<file path="src/rtl/sync_debounce_event.sv">
// sync_debounce_event
// Debounce stage that sits on dest_clk directly after the multi-flop
// synchronizer. Each bit of din must hold a value different from dout for
// STABLE_CYCLES consecutive samples before dout takes it. Every accepted
// change produces a one-cycle rise/fall pulse and is folded into a
// valid/ready change-event record.
//
// Event handshake: evt_valid/evt_value/evt_mask/evt_overflow form a record.
// The consumer takes it on any edge where evt_valid && evt_ready. evt_ready
// has no effect while evt_valid is low. While the record is stalled
// (evt_valid && !evt_ready), its fields stay put unless a new change merges
// in. A merge ORs the new change bits into evt_mask, refreshes evt_value and
// sets evt_overflow. A handshake on the same edge as a new change loads a
// fresh record with no bubble. dout, rise and fall never wait on the consumer.

module sync_debounce_event #(
    parameter int                  BITWIDTH      = 1,
    parameter int                  STABLE_CYCLES = 8,
    parameter logic [BITWIDTH-1:0] RESET_VALUE   = '0
) (
    input  logic                dest_clk,
    input  logic                dest_rst,
    input  logic [BITWIDTH-1:0] din,
    output logic [BITWIDTH-1:0] dout,
    output logic [BITWIDTH-1:0] rise,
    output logic [BITWIDTH-1:0] fall,
    output logic                evt_valid,
    input  logic                evt_ready,
    output logic [BITWIDTH-1:0] evt_value,
    output logic [BITWIDTH-1:0] evt_mask,
    output logic                evt_overflow
);

    // Counter wide enough to hold 0..STABLE_CYCLES.
    localparam int              CW       = $clog2(STABLE_CYCLES + 1);
    localparam logic [CW-1:0]   CNT_LAST = CW'(STABLE_CYCLES - 1);
    localparam logic [CW-1:0]   CNT_ONE  = CW'(1);

    // Registered state
    logic [CW-1:0]       r_cnt [BITWIDTH];
    logic [BITWIDTH-1:0] r_dout;
    logic [BITWIDTH-1:0] r_rise;
    logic [BITWIDTH-1:0] r_fall;
    logic                r_evt_valid;
    logic [BITWIDTH-1:0] r_evt_value;
    logic [BITWIDTH-1:0] r_evt_mask;
    logic                r_evt_overflow;

    // Combinational next-state
    logic [CW-1:0]       w_cnt_nxt [BITWIDTH];
    logic [BITWIDTH-1:0] w_chg;
    logic [BITWIDTH-1:0] w_dout_nxt;
    logic                w_any_chg;
    logic                w_hs;
    logic                w_load;
    logic                w_merge;
    logic                w_drain;

    // Per-bit qualification: count consecutive samples that differ from dout.
    // A sample that matches dout restarts the count. The sample that would
    // reach STABLE_CYCLES accepts the new value instead.
    always_comb begin
        w_chg = '0;
        for (int i = 0; i < BITWIDTH; i++) begin
            w_cnt_nxt[i] = '0;
            if (din[i] != r_dout[i]) begin
                if (r_cnt[i] == CNT_LAST) begin
                    w_chg[i] = 1'b1;
                end else begin
                    w_cnt_nxt[i] = r_cnt[i] + CNT_ONE;
                end
            end
        end
    end

    // Next debounced level: changed bits take din, others keep dout.
    always_comb begin
        w_dout_nxt = (r_dout & ~w_chg) | (din & w_chg);
    end

    // Event record control decode.
    always_comb begin
        w_any_chg = |w_chg;
        w_hs      = r_evt_valid & evt_ready;
        w_load    = w_any_chg & (~r_evt_valid | w_hs);
        w_merge   = w_any_chg & r_evt_valid & ~evt_ready;
        w_drain   = w_hs & ~w_any_chg;
    end

    // Debounce counters and filtered level.
    always_ff @(posedge dest_clk or posedge dest_rst) begin
        if (dest_rst) begin
            for (int i = 0; i < BITWIDTH; i++) begin
                r_cnt[i] <= '0;
            end
            r_dout <= RESET_VALUE;
        end else begin
            for (int i = 0; i < BITWIDTH; i++) begin
                r_cnt[i] <= w_cnt_nxt[i];
            end
            r_dout <= w_dout_nxt;
        end
    end

    // Edge pulses, registered so they line up with the dout update.
    always_ff @(posedge dest_clk or posedge dest_rst) begin
        if (dest_rst) begin
            r_rise <= '0;
            r_fall <= '0;
        end else begin
            r_rise <= w_chg & din;
            r_fall <= w_chg & ~din;
        end
    end

    // Change-event record: load, merge under backpressure, or drain.
    always_ff @(posedge dest_clk or posedge dest_rst) begin
        if (dest_rst) begin
            r_evt_valid    <= 1'b0;
            r_evt_value    <= '0;
            r_evt_mask     <= '0;
            r_evt_overflow <= 1'b0;
        end else if (w_load) begin
            r_evt_valid    <= 1'b1;
            r_evt_value    <= w_dout_nxt;
            r_evt_mask     <= w_chg;
            r_evt_overflow <= 1'b0;
        end else if (w_merge) begin
            r_evt_value    <= w_dout_nxt;
            r_evt_mask     <= r_evt_mask | w_chg;
            r_evt_overflow <= 1'b1;
        end else if (w_drain) begin
            // evt_value keeps the last delivered level.
            r_evt_valid    <= 1'b0;
            r_evt_mask     <= '0;
            r_evt_overflow <= 1'b0;
        end
    end

    assign dout         = r_dout;
    assign rise         = r_rise;
    assign fall         = r_fall;
    assign evt_valid    = r_evt_valid;
    assign evt_value    = r_evt_value;
    assign evt_mask     = r_evt_mask;
    assign evt_overflow = r_evt_overflow;

endmodule

</file>
<file path="config.mk">
export PLATFORM = sky130hd
export DESIGN_NAME = sync_debounce_event
export DESIGN_NICKNAME = d
export VERILOG_FILES = /design/src/rtl/sync_debounce_event.sv
export SDC_FILE = /design/constraint.sdc
export NUM_CORES = 1
export LEC_CHECK = 0
export BUFFER_PORTS_ARGS = -buffer_cell sky130_fd_sc_hd__buf_4
export CAP_MARGIN = 20
export CELL_PAD_IN_SITES_DETAIL_PLACEMENT = 1
export CELL_PAD_IN_SITES_GLOBAL_PLACEMENT = 1
export CORE_AREA = 4 4 41 43
export CTS_CLUSTER_DIAMETER = 120
export CTS_CLUSTER_SIZE = 40
export DETAILED_ROUTE_END_ITERATION = 7
export DIE_AREA = 0 0 45 47
export PLACE_DENSITY = 0.72
export SETUP_SLACK_MARGIN = 0.3
export SYNTH_ARGS = -nofsm -noshare
export SYNTH_HDL_FRONTEND = slang
export SYNTH_SLANG_ARGS = --single-unit
</file>
<file path="constraint.sdc">
create_clock -name dest_clk -period 1.4 [get_ports dest_clk]
set_input_delay 0.07 -clock dest_clk [delete_from_list [all_inputs] [get_ports dest_clk]]
set_output_delay 0.07 -clock dest_clk [all_outputs]
set_load 0.01 [all_outputs]
</file>
Word-level counts from Yosys, hierarchy flattened
Index checks and enable logic that the tools add are counted.

Multiplexer cells: 13. Bitwise gates (word level): 15. Equal/unequal tests: 3. Add/subtract/negate cells: 1. Reductions and logical operators: 4.

Operators by type and width (count): $mux W1 (11); $and A1 B1 Y1 (8); $mux W4 (2); $add A4 B1 Y4 const B (1); $eq A4 B3 Y1 const B (1); $not A1 Y1 (4); $reduce_bool A2 Y1 (2); $or A1 B1 Y1 (3); $reduce_bool A3 Y1 (1); $ne A2 B2 Y1 const B (1); $reduce_and A2 Y1 (1); $ne A1 B1 Y1 (1).

Logic and storage cells: 44. Output and inout bits: 7. Register bits after elaboration: 11. Bits of input ports: 4.

Logic depth before layout (Yosys ltp)
Gate-level depths: netlist of run 1.

Depth after elaboration: 8. Gate-level depth with buffers: 4. Mapped depth without buffers: 4.

Worst setup path after synthesis of run 1
No wires, ideal clock.

Path type: register to register. From: register r_cnt[0] (netlist bit). To: register r_evt_value (netlist: evt_value). Clock period less this slack: 1.190 ns. Library setup time: 0.132 ns. Arrival: 1.057 ns. Path slack: 0.210 ns. Path buffers: 0. Stages on the path, launching flop included: 5. Required time: 1.268 ns. Path through: dfrtp_1 ha_1 and3b_2 a21oi_1 o21ai_0.

Cells in the longest elaborated chain, start to end: 8. Elaborated cells on any way between the ends: 13. Those cells by class: eq/ne: 1; mux: 4; bitwise: 7; reduce/logical: 1.

RTL lines: start: declaration (RTL line 40) `logic [CW-1:0] r_cnt [BITWIDTH];`; start signal: indexed assignment (RTL line 99) `r_cnt[i] <= w_cnt_nxt[i];`; $eq A4 B3 Y1 * (RTL line 67) `if (r_cnt[i] == CNT_LAST) begin`; $mux W1 * (RTL line 67); $mux W1 * (RTL line 66) `if (din[i] != r_dout[i]) begin`; $not A1 Y1 (RTL line 78) `w_dout_nxt = (r_dout & ~w_chg) | (din & w_chg);`; $and A1 B1 Y1 (RTL line 78); $or A1 B1 Y1 (RTL line 78); $mux W1 (RTL line 128) `end else if (w_merge) begin`; $mux W1 (RTL line 123) `end else if (w_load) begin`; end signal: assignment (RTL line 125) `r_evt_value <= w_dout_nxt;`; end signal: assignment (RTL line 129) `r_evt_value <= w_dout_nxt;`; end: declaration (RTL line 45) `logic [BITWIDTH-1:0] r_evt_value;`.

Mark *: on every way between the ends. The rest lies on a longest branch, timed or not. The select of a mux whose other input is x is not followed. A chain may end at the register's enable or synchronous reset.

Worst setup path after layout of run 1
Ends and elaborated chain as after synthesis.

==> results of run 1 <==
stage by stage:
stage | util | setup slack (ns) | area, sq um | cells | hold WS [ns]
after global placement | 0.428 | 0.221 | 557 | 65 | 0.0925
after floorplan | - | 0.249 | 463 | 40 | -0.0776
final | 0.530 | 0.189 | 689 | 78 | 0.0648
after detailed placement | 0.428 | 0.193 | 557 | 65 | 0.0897
after CTS | 0.489 | 0.255 | 637 | 75 | 0.0162
after global routing | 0.530 | 0.151 | 689 | 78 | 0.0747
per-layer routing:
layer | vias up | part of all wire | global-route usage | wire length, microns
met3 | 2 | 0.030 | 0.0230 | 34
li1 | 182 | - | - | -
met2 | 5 | 0.49 | 0.198 | 544
met4 | 0 | 0.0099 | 0.0702 | 11
met5 | - | 0 | 0 | 0
met1 | 182 | 0.47 | 0.158 | 525
critical path, delay by kind of cell (launching register included):
family / cells / cell delay, ns
adders and majority gates: 1 / 0.20
and+or+nand+nor: 1 / 0.28
AOI/OAI and AO/OA: 2 / 0.22
DFF: 1 / 0.40
flip-flops by register name, indices dropped and copies added (netlist names):
register,count
r_cnt,4
dout,1
evt_mask,1
evt_overflow,1
evt_valid,1
evt_value,1
fall,1
rise,1
cells by family (layout without fill, tap and decap cells):
kind of cell	count (synthesis)	in the layout	share of synthesized area
flip-flops	11	11	0.608
AND/OR/NAND/NOR	19	19	0.227
XOR/XNOR	2	2	0.0387
AO/OA/AOI/OAI	5	5	0.0691
buffers and inverters	1	24	0.00828
multiplexers	1	1	0.0221
adder cells (fa/ha/maj)	1	1	0.0276
power by group:
part	total [uW]	leakage (uW)	internal [uW]	switching, uW
Sequential	476	0.000145	390	86.1
Combinational	455	0.000197	281	175
Clock	211	0.0000150	110	101
layout make-up:
| class | instances | area share |
|---|---|---|
| Sequential cell | 11 | 0.401 |
| Multi-Input combinational cell | 28 | 0.318 |
| Timing Repair Buffer | 19 | 0.211 |
| Clock buffer | 4 | 0.0381 |
| Tap cell | 15 | 0.0272 |
| Inverter | 1 | 0.00544 |
final timing paths:
| path | endpoint | slack, ns | depth (start not counted) |
|---|---|---|---|
| min in group asynchronous | evt_valid | 0.35 | 3 |
| max in group asynchronous | dout | 0.74 | 3 |
| hold / removal | fall | 0.06 | 2 |
| setup / recovery | evt_value | 0.19 | 4 |
| setup reg to reg | evt_value | 0.19 | 4 |
| hold reg to reg | evt_mask | 0.50 | 2 |
synthesized netlist by cell type (all sizes together):
cell    number
nand2b       1
and2b        1
ha           1
nand3b       1
nor3         1
dfrtp       11
nand3        1
xnor2        2
a21oi        1
nor3b        1
nor2         4
o21ai        3
and3b        1
nand2        8
inv          1
o211ai       1
mux2i        1
repair_timing:
item                                    CTS  global route
gates cloned                              0             0
pin swaps                                 3             4
hold endpoints to repair                 11             0
gates resized for setup                   3             7
endpoints found under the setup margin    8            11
hold buffers                              1             0
setup buffers                             5             3
==> PnR_summary.wiki, run 1 <==
{| class="wikitable"
! Metric !! Value
|-
| Status || finished clean
|-
| Class of the tightest hold or removal check || primary input to flop
|-
| CP arrival || 1.36 ns
|-
| Worst-case clock skew || 0.000967 ns
|-
| Post-synthesis sequential area ratio || 0.608
|-
| Area share of the largest cell type after synthesis || 0.608
|-
| Accumulated negative setup slack || 0 ns
|-
| Global-route usage over all layers || 0.124
|-
| Synth-to-layout area growth || 52.2%
|-
| Post-detailed-route count of antenna-violating nets || 0
|-
| Clock insertion delay at the later pin of the skew report || 0.26 ns
|-
| TritonCTS buffer count || 3
|-
| Synth Warn # || 0
|-
| Part of the cycle the worst path needs || 0.865
|-
| Static leakage || 0.000357 uW
|-
| Final period demand of the worst path || 1.21 ns
|-
| Dominant cell type by area after synthesis || dfrtp_1
|-
| Vias in the first global route || 394
|-
| Row cnt || 13
|-
| Data required time of the worst path || 1.55 ns
|-
| Number of different library cells in the post-synthesis netlist || 18
|-
| Most common cell after layout, fill and taps aside || buf_4
|-
| Nature of the critical path startpoint || flop
|-
| Peak supply drop || 0.000869 V
|-
| Startpoint of the worst-slack reg-to-reg timing path || r_cnt[0]
|-
| Post-detailed-route DRC marker count || 0
|-
| Cell breakdown of the critical path || ha_2 > and3b_2 > a21oi_2 > o21ai_1
|-
| Die span in y || 47 microns
|-
| Routed wirelength normalized by instance count || 14.3 microns
|-
| Largest cells by area after synthesis || dfrtp_1 61%, nand2_1 6.6%, xnor2_1 3.9%
|-
| Area taken by multi-input logic gates || 219 sq um
|-
| Number of diodes || 0
|-
| Achievable frequency || 0.826 GHz
|-
| Number of placed I/O pins || 11
|-
| Kind of end point of the critical path || flop
|-
| Final-layout fill cell count || 154
|-
| Number of nets in the layout || 69
|-
| Slew headroom || 0.722
|-
| Maximum number of pins on one net before global-route repair || 12
|-
| Starting density of the core || 0.348
|-
| Share of final-layout standard cells stronger than drive strength 1 || 0.540
|-
| Via Count || 371
|-
| Final Setup Violations || 0
|-
| Antenna violations before repair || 0
|-
| Chip Width || 45 microns
|-
| Hold_sp || din
|-
| Register cell area after layout || 277 sq um
|-
| Clock tree root driver cell || clkbuf_4
|-
| Worst setup path startpoint || r_cnt[0]
|-
| Post-Synthesis Cell Area || 453 sq um
|-
| Detailed router's first-iteration violation count || 0
|-
| Floorplan die area || 2120 sq um
|-
| Number of max-slew violations in the final report || 0
|-
| # port buffers || 10
|-
| Global route total overflow || 0
|-
| Clock sinks || 11
|-
| Slowest cell on the critical path || dfrtp_1
|-
| Seq cells post-synth || 11
|-
| Clock-pin slew on the worst setup and hold paths || 0.07 ns
|-
| Overall Power || 1140 uW
|-
| Setup repair after global routing missed its margin || true
|-
| Sum of routed wire length over all layers || 1.12 mm
|-
| Core Footprint || 1300 sq um
|-
| First-pass detailed-route iteration total || 1
|-
| Top fanout value on the critical path || 4
|-
| Htree depth || 1
|-
| Total power density per cell area || 1660 nW/um^2
|-
| TritonCTS clock tree || built
|-
| Global-route wire length before repair || 1.83 mm
|-
| Routability cong. || 0.693
|-
| Category of the most critical setup path || flop to flop
|-
| Count of max-cap constraint violations || 0
|-
| Slowest Stage Delay on Critical Path || 0.40 ns
|-
| Final Hold Viols || 0
|-
| Commonest cells after routing, fill and taps aside || 18 x buf_4, 10 x dfrtp_1, 5 x nand2_1, 3 x nor2_1, 3 x clkbuf_4
|-
| Slew at the pin closest to its max-slew limit || 0.416 ns
|-
| Buffer depth of the longest clock path || 2
|-
| Number of standard cells after synthesis || 40
|-
| Net count after synthesis || 45
|-
| Mean Syn Cell Area || 11.3 sq um
|-
| Ratio of routed vias to standard cells || 4.76
|}
(Power assumes the default switching activity.)
==> run 2: changes to the inputs <==
Settings changed: ABC_AREA set to 1, CORE_AREA 4 4 41 43 to unset, CORE_MARGIN set to 4, CORE_UTILIZATION set to 37, DIE_AREA 0 0 45 47 to unset, PLACE_DENSITY 0.72 to 0.78.
==> run 2 against run 1 <==
Compared with the run above: clock-buffer cell count unchanged; routed wire length decreased by 5.8%; sequential cell count unchanged; register-to-register slack better by 0.05 ns; sequential power down 5.5%; combinational power fell by 31%; maximum frequency is 3.9% higher.
==> PnR_summary.wiki, run 2 <==
{| class="wikitable"
! Metric !! Value
|-
| Status || finished clean
|-
| Number of flip-flops in the largest register || 4 (unchanged)
|-
| Seq cells post-synth || 11 (unchanged)
|-
| Post-detailed-route count of antenna-violating nets || 0 (unchanged)
|-
| EDFF count, synth || 0 (unchanged)
|-
| Vias in the first global route || 400 (+1.5%)
|-
| Routed wirelength normalized by instance count || 13.5 microns (-5.8%)
|-
| Kind of end point of the critical path || flop
|-
| Slew headroom || 0.723 (about the same)
|-
| Slew at the pin closest to its max-slew limit || 0.415 ns (-0.000866 ns)
|-
| Synthesized-area fraction occupied by and/or/nand/nor cells || 0.294 (+0.0670)
|-
| Clock sinks || 11 (unchanged)
|-
| Achievable frequency || 0.858 GHz (+3.9%)
|-
| Final period demand of the worst path || 1.17 ns (-0.0456 ns)
|-
| Post-detail-place hpwl || 660 microns
|-
| Placed cells || 72 (+11%)
|-
| Largest cells by area after synthesis || dfrtp_1 57%, nand2_1 7.8%, nand2_2 5.2%
|-
| First-pass detailed-route iteration total || 3 (+2)
|-
| Core Footprint || 1170 sq um (-10%)
|-
| Share of final-layout standard cells stronger than drive strength 1 || 0.422 (-0.118)
|-
| Synth Warn # || 0 (unchanged)
|-
| Setup repair after global routing missed its margin || true
|-
| Net count after synthesis || 53 (+18%)
|-
| Final Hold Viols || 0 (unchanged)
|-
| Chip Width || 44.1 microns (-2.0%)
|-
| Clock tree root driver cell || clkbuf_4
|-
| Antenna violations before repair || 0 (unchanged)
|-
| Detailed router's first-iteration violation count || 1 (+1)
|-
| Main combinational cell family by area after synthesis || simple AND/OR/NAND/NOR gates
|-
| Number of different library cells in the post-synthesis netlist || 15 (-3)
|-
| Dominant cell by count in the synthesized netlist || dfrtp_1
|-
| Post-synthesis sequential area ratio || 0.571 (-0.0363)
|-
| Worst slack at placement || 0.260 ns (+0.0672 ns)
|-
| Static leakage || 0.000361 uW (+1.1%)
|-
| Minimum setup slack in the final design || 0.235 ns (+0.0456 ns)
|-
| Final-layout fill cell count || 141 (-8.4%)
|-
| Maximum number of pins on one net before global-route repair || 12 (unchanged)
|-
| Buffer depth of the longest clock path || 2 (unchanged)
|-
| Starting density of the core || 0.411 (+0.0632)
|-
| Post-detailed-route DRC marker count || 0 (unchanged)
|-
| # port buffers || 10 (unchanged)
|-
| Floorplan die area || 1940 sq um (-8.1%)
|-
| Post-synthesis share of cell area spent on xor and xnor gates || 0.0182 (-0.0205)
|-
| Row cnt || 12 (-1)
|-
| Class of the tightest hold or removal check || primary input to flop
|-
| Final Setup Violations || 0 (unchanged)
|-
| TritonCTS clock tree || built
|-
| Number of standard cells after synthesis || 48 (+20%)
|-
| TritonCTS buffer count || 3 (unchanged)
|-
| Number of diodes || 0 (unchanged)
|-
| Part of the cycle the worst path needs || 0.832 (-0.0326)
|-
| Most flop-heavy register || r_cnt
|-
| Commonest cells after routing, fill and taps aside || 11 x dfrtp_1, 11 x buf_4, 9 x nand2_1
|-
| Post-Synthesis Cell Area || 482 sq um (+6.4%)
|-
| Sum of routed wire length over all layers || 1.05 mm (-5.8%)
|-
| Nature of the critical path startpoint || flop
|-
| Total power density per cell area || 1530 nW/um^2 (-7.4%)
|-
| Category of the most critical setup path || flop to flop
|-
| Area share of the largest cell type after synthesis || 0.571 (-0.0363)
|-
| Portion of netlist area occupied by mux cells || 0 (-0.0221)
|-
| CP arrival || 1.32 ns (-0.04 ns)
|-
| Htree depth || 1 (unchanged)
|-
| Global route total overflow || 0 (unchanged)
|-
| Non-filler cells in the finished layout || 78 (unchanged)
|-
| Ratio of routed vias to standard cells || 4.54 (-4.6%)
|-
| Die span in y || 44.1 microns (-6.2%)
|-
| Fraction of the mapped netlist area in compound gates || 0.0364 (-0.0327)
|-
| Top fanout value on the critical path || 5 (+1)
|-
| Number of max-slew violations in the final report || 0 (unchanged)
|-
| Adder-Cell Fraction of Synth Area || 0.0260 (-0.00165)
|-
| Global-route wire length before repair || 1.68 mm (-7.9%)
|-
| Synth-to-layout area growth || 32.5%
|-
| Most used standard cells in the synthesized netlist || 11 x dfrtp_1, 10 x nand2_1, 4 x inv_1, 4 x nand2_2, 4 x nor2_1
|-
| Clock-pin slew on the worst setup and hold paths || 0.07 ns (about the same)
|-
| Global-route usage over all layers || 0.122 (-0.00228)
|-
| Data required time of the worst path || 1.55 ns (about the same)
|-
| Number of nets in the layout || 70 (+1.4%)
|-
| Proportion of register bits with asynchronous set or reset after synthesis || 1.00 (unchanged)
|-
| Mean Syn Cell Area || 10.0 sq um (-11%)
|-
| Worst-case clock skew || 0.00414 ns (+0.00317 ns)
|-
| Accumulated negative setup slack || 0 ns (unchanged)
|-
| Via Count || 354 (-4.6%)
|-
| Routability cong. || 0.679 (-2.0%)
|-
| Count of max-cap constraint violations || 0 (unchanged)
|-
| Clock insertion delay at the later pin of the skew report || 0.27 ns (about the same)
|-
| Peak supply drop || 0.000835 V (-3.9%)
|-
| Commonest register cell after synthesis || dfrtp_1
|-
| Number of placed I/O pins || 11 (unchanged)
|-
| Dominant cell type by area after synthesis || dfrtp_1
|}
## run 2: cell count changes after synthesis, moves of 2 or more
cell | before | now
nand3_1 | 1 | 3
inv_2 | 0 | 3
inv_1 | 1 | 4
xnor2_1 | 2 | 0
nand2_4 | 0 | 2
nand2_1 | 8 | 10
nand2_2 | 0 | 4
## run 2: timing repair
item / in CTS / in global routing
gates resized for setup: 1 / 3
setup endpoints to repair: 5 / 5
endpoints found under the hold margin: 11 / 0
buffers inserted: 1 / 0
pin swaps: 2 / 3
cloned: 0 / 0
hold buffers: 1 / 0
## run 2: per-layer routing
| layer | vias up | GRT usage | part of all wire |
|---|---|---|---|
| met5 | - | 0 | 0 |
| met4 | 0 | 0.0723 | 0.018 |
| met3 | 4 | 0.0407 | 0.057 |
| met2 | 10 | 0.192 | 0.56 |
| met1 | 163 | 0.143 | 0.36 |
| li1 | 177 | - | - |
## run 2: area by class of cell
class | count | area [sq um] | area share
sequential | 11 | 275 | 0.431
multi-input combinational | 30 | 200 | 0.314
inverter | 7 | 26.3 | 0.0412
clock buffer | 4 | 26.3 | 0.0412
timing repair buffer | 12 | 92.6 | 0.145
tap | 14 | 17.5 | 0.0275
## run 2: power by group
group	internal [uW]	switching (uW)	leakage, uW
combinational	155	157	0.000200
sequential	387	62.8	0.000146
clock	110	107	0.0000150
## run 2: path summary, 6_finish.rpt
path,endpoint,startpoint,cells past startpoint,slack (ns)
hold / removal,dout,din,3,0.04
min in group asynchronous,fall,dest_rst,3,0.35
max in group asynchronous,r_cnt[1],dest_rst,3,0.76
setup / recovery,evt_value,r_cnt[1],6,0.23
setup reg to reg,evt_value,r_cnt[1],6,0.23
hold reg to reg,evt_mask,evt_mask,2,0.49
## run 2: cells by family (layout without fill, tap and decap cells)
| kind of cell | count (synthesis) | count (layout) |
|---|---|---|
| xor gates and xnor gates | 1 | 1 |
| buffers and inverters | 7 | 23 |
| adders and majority gates | 1 | 1 |
| and+or+nand+nor | 25 | 25 |
| AOI/OAI and AO/OA | 3 | 3 |
| DFF | 11 | 11 |
## run 2: per-stage QoR
step                instance area [sq um]  power, uW  utilization  hold slack, ns
finish                                638        979        0.545          0.0404
detailed placement                    574        707        0.490          0.0908
floorplan                             482        601            -         -0.0776
CTS                                   621        942        0.530          0.0455
global route                          638       1060        0.545          0.0572
global placement                      574        703        0.490          0.0857
## run 2: critical path: stages (launching register included)
cell and delay, ns:
dfrtp_1 0.41, ha_4 0.17, nand2_4 0.07, nor2_8 0.15, nand2_4 0.08, nand2_1 0.09
o21ai_1 0.08
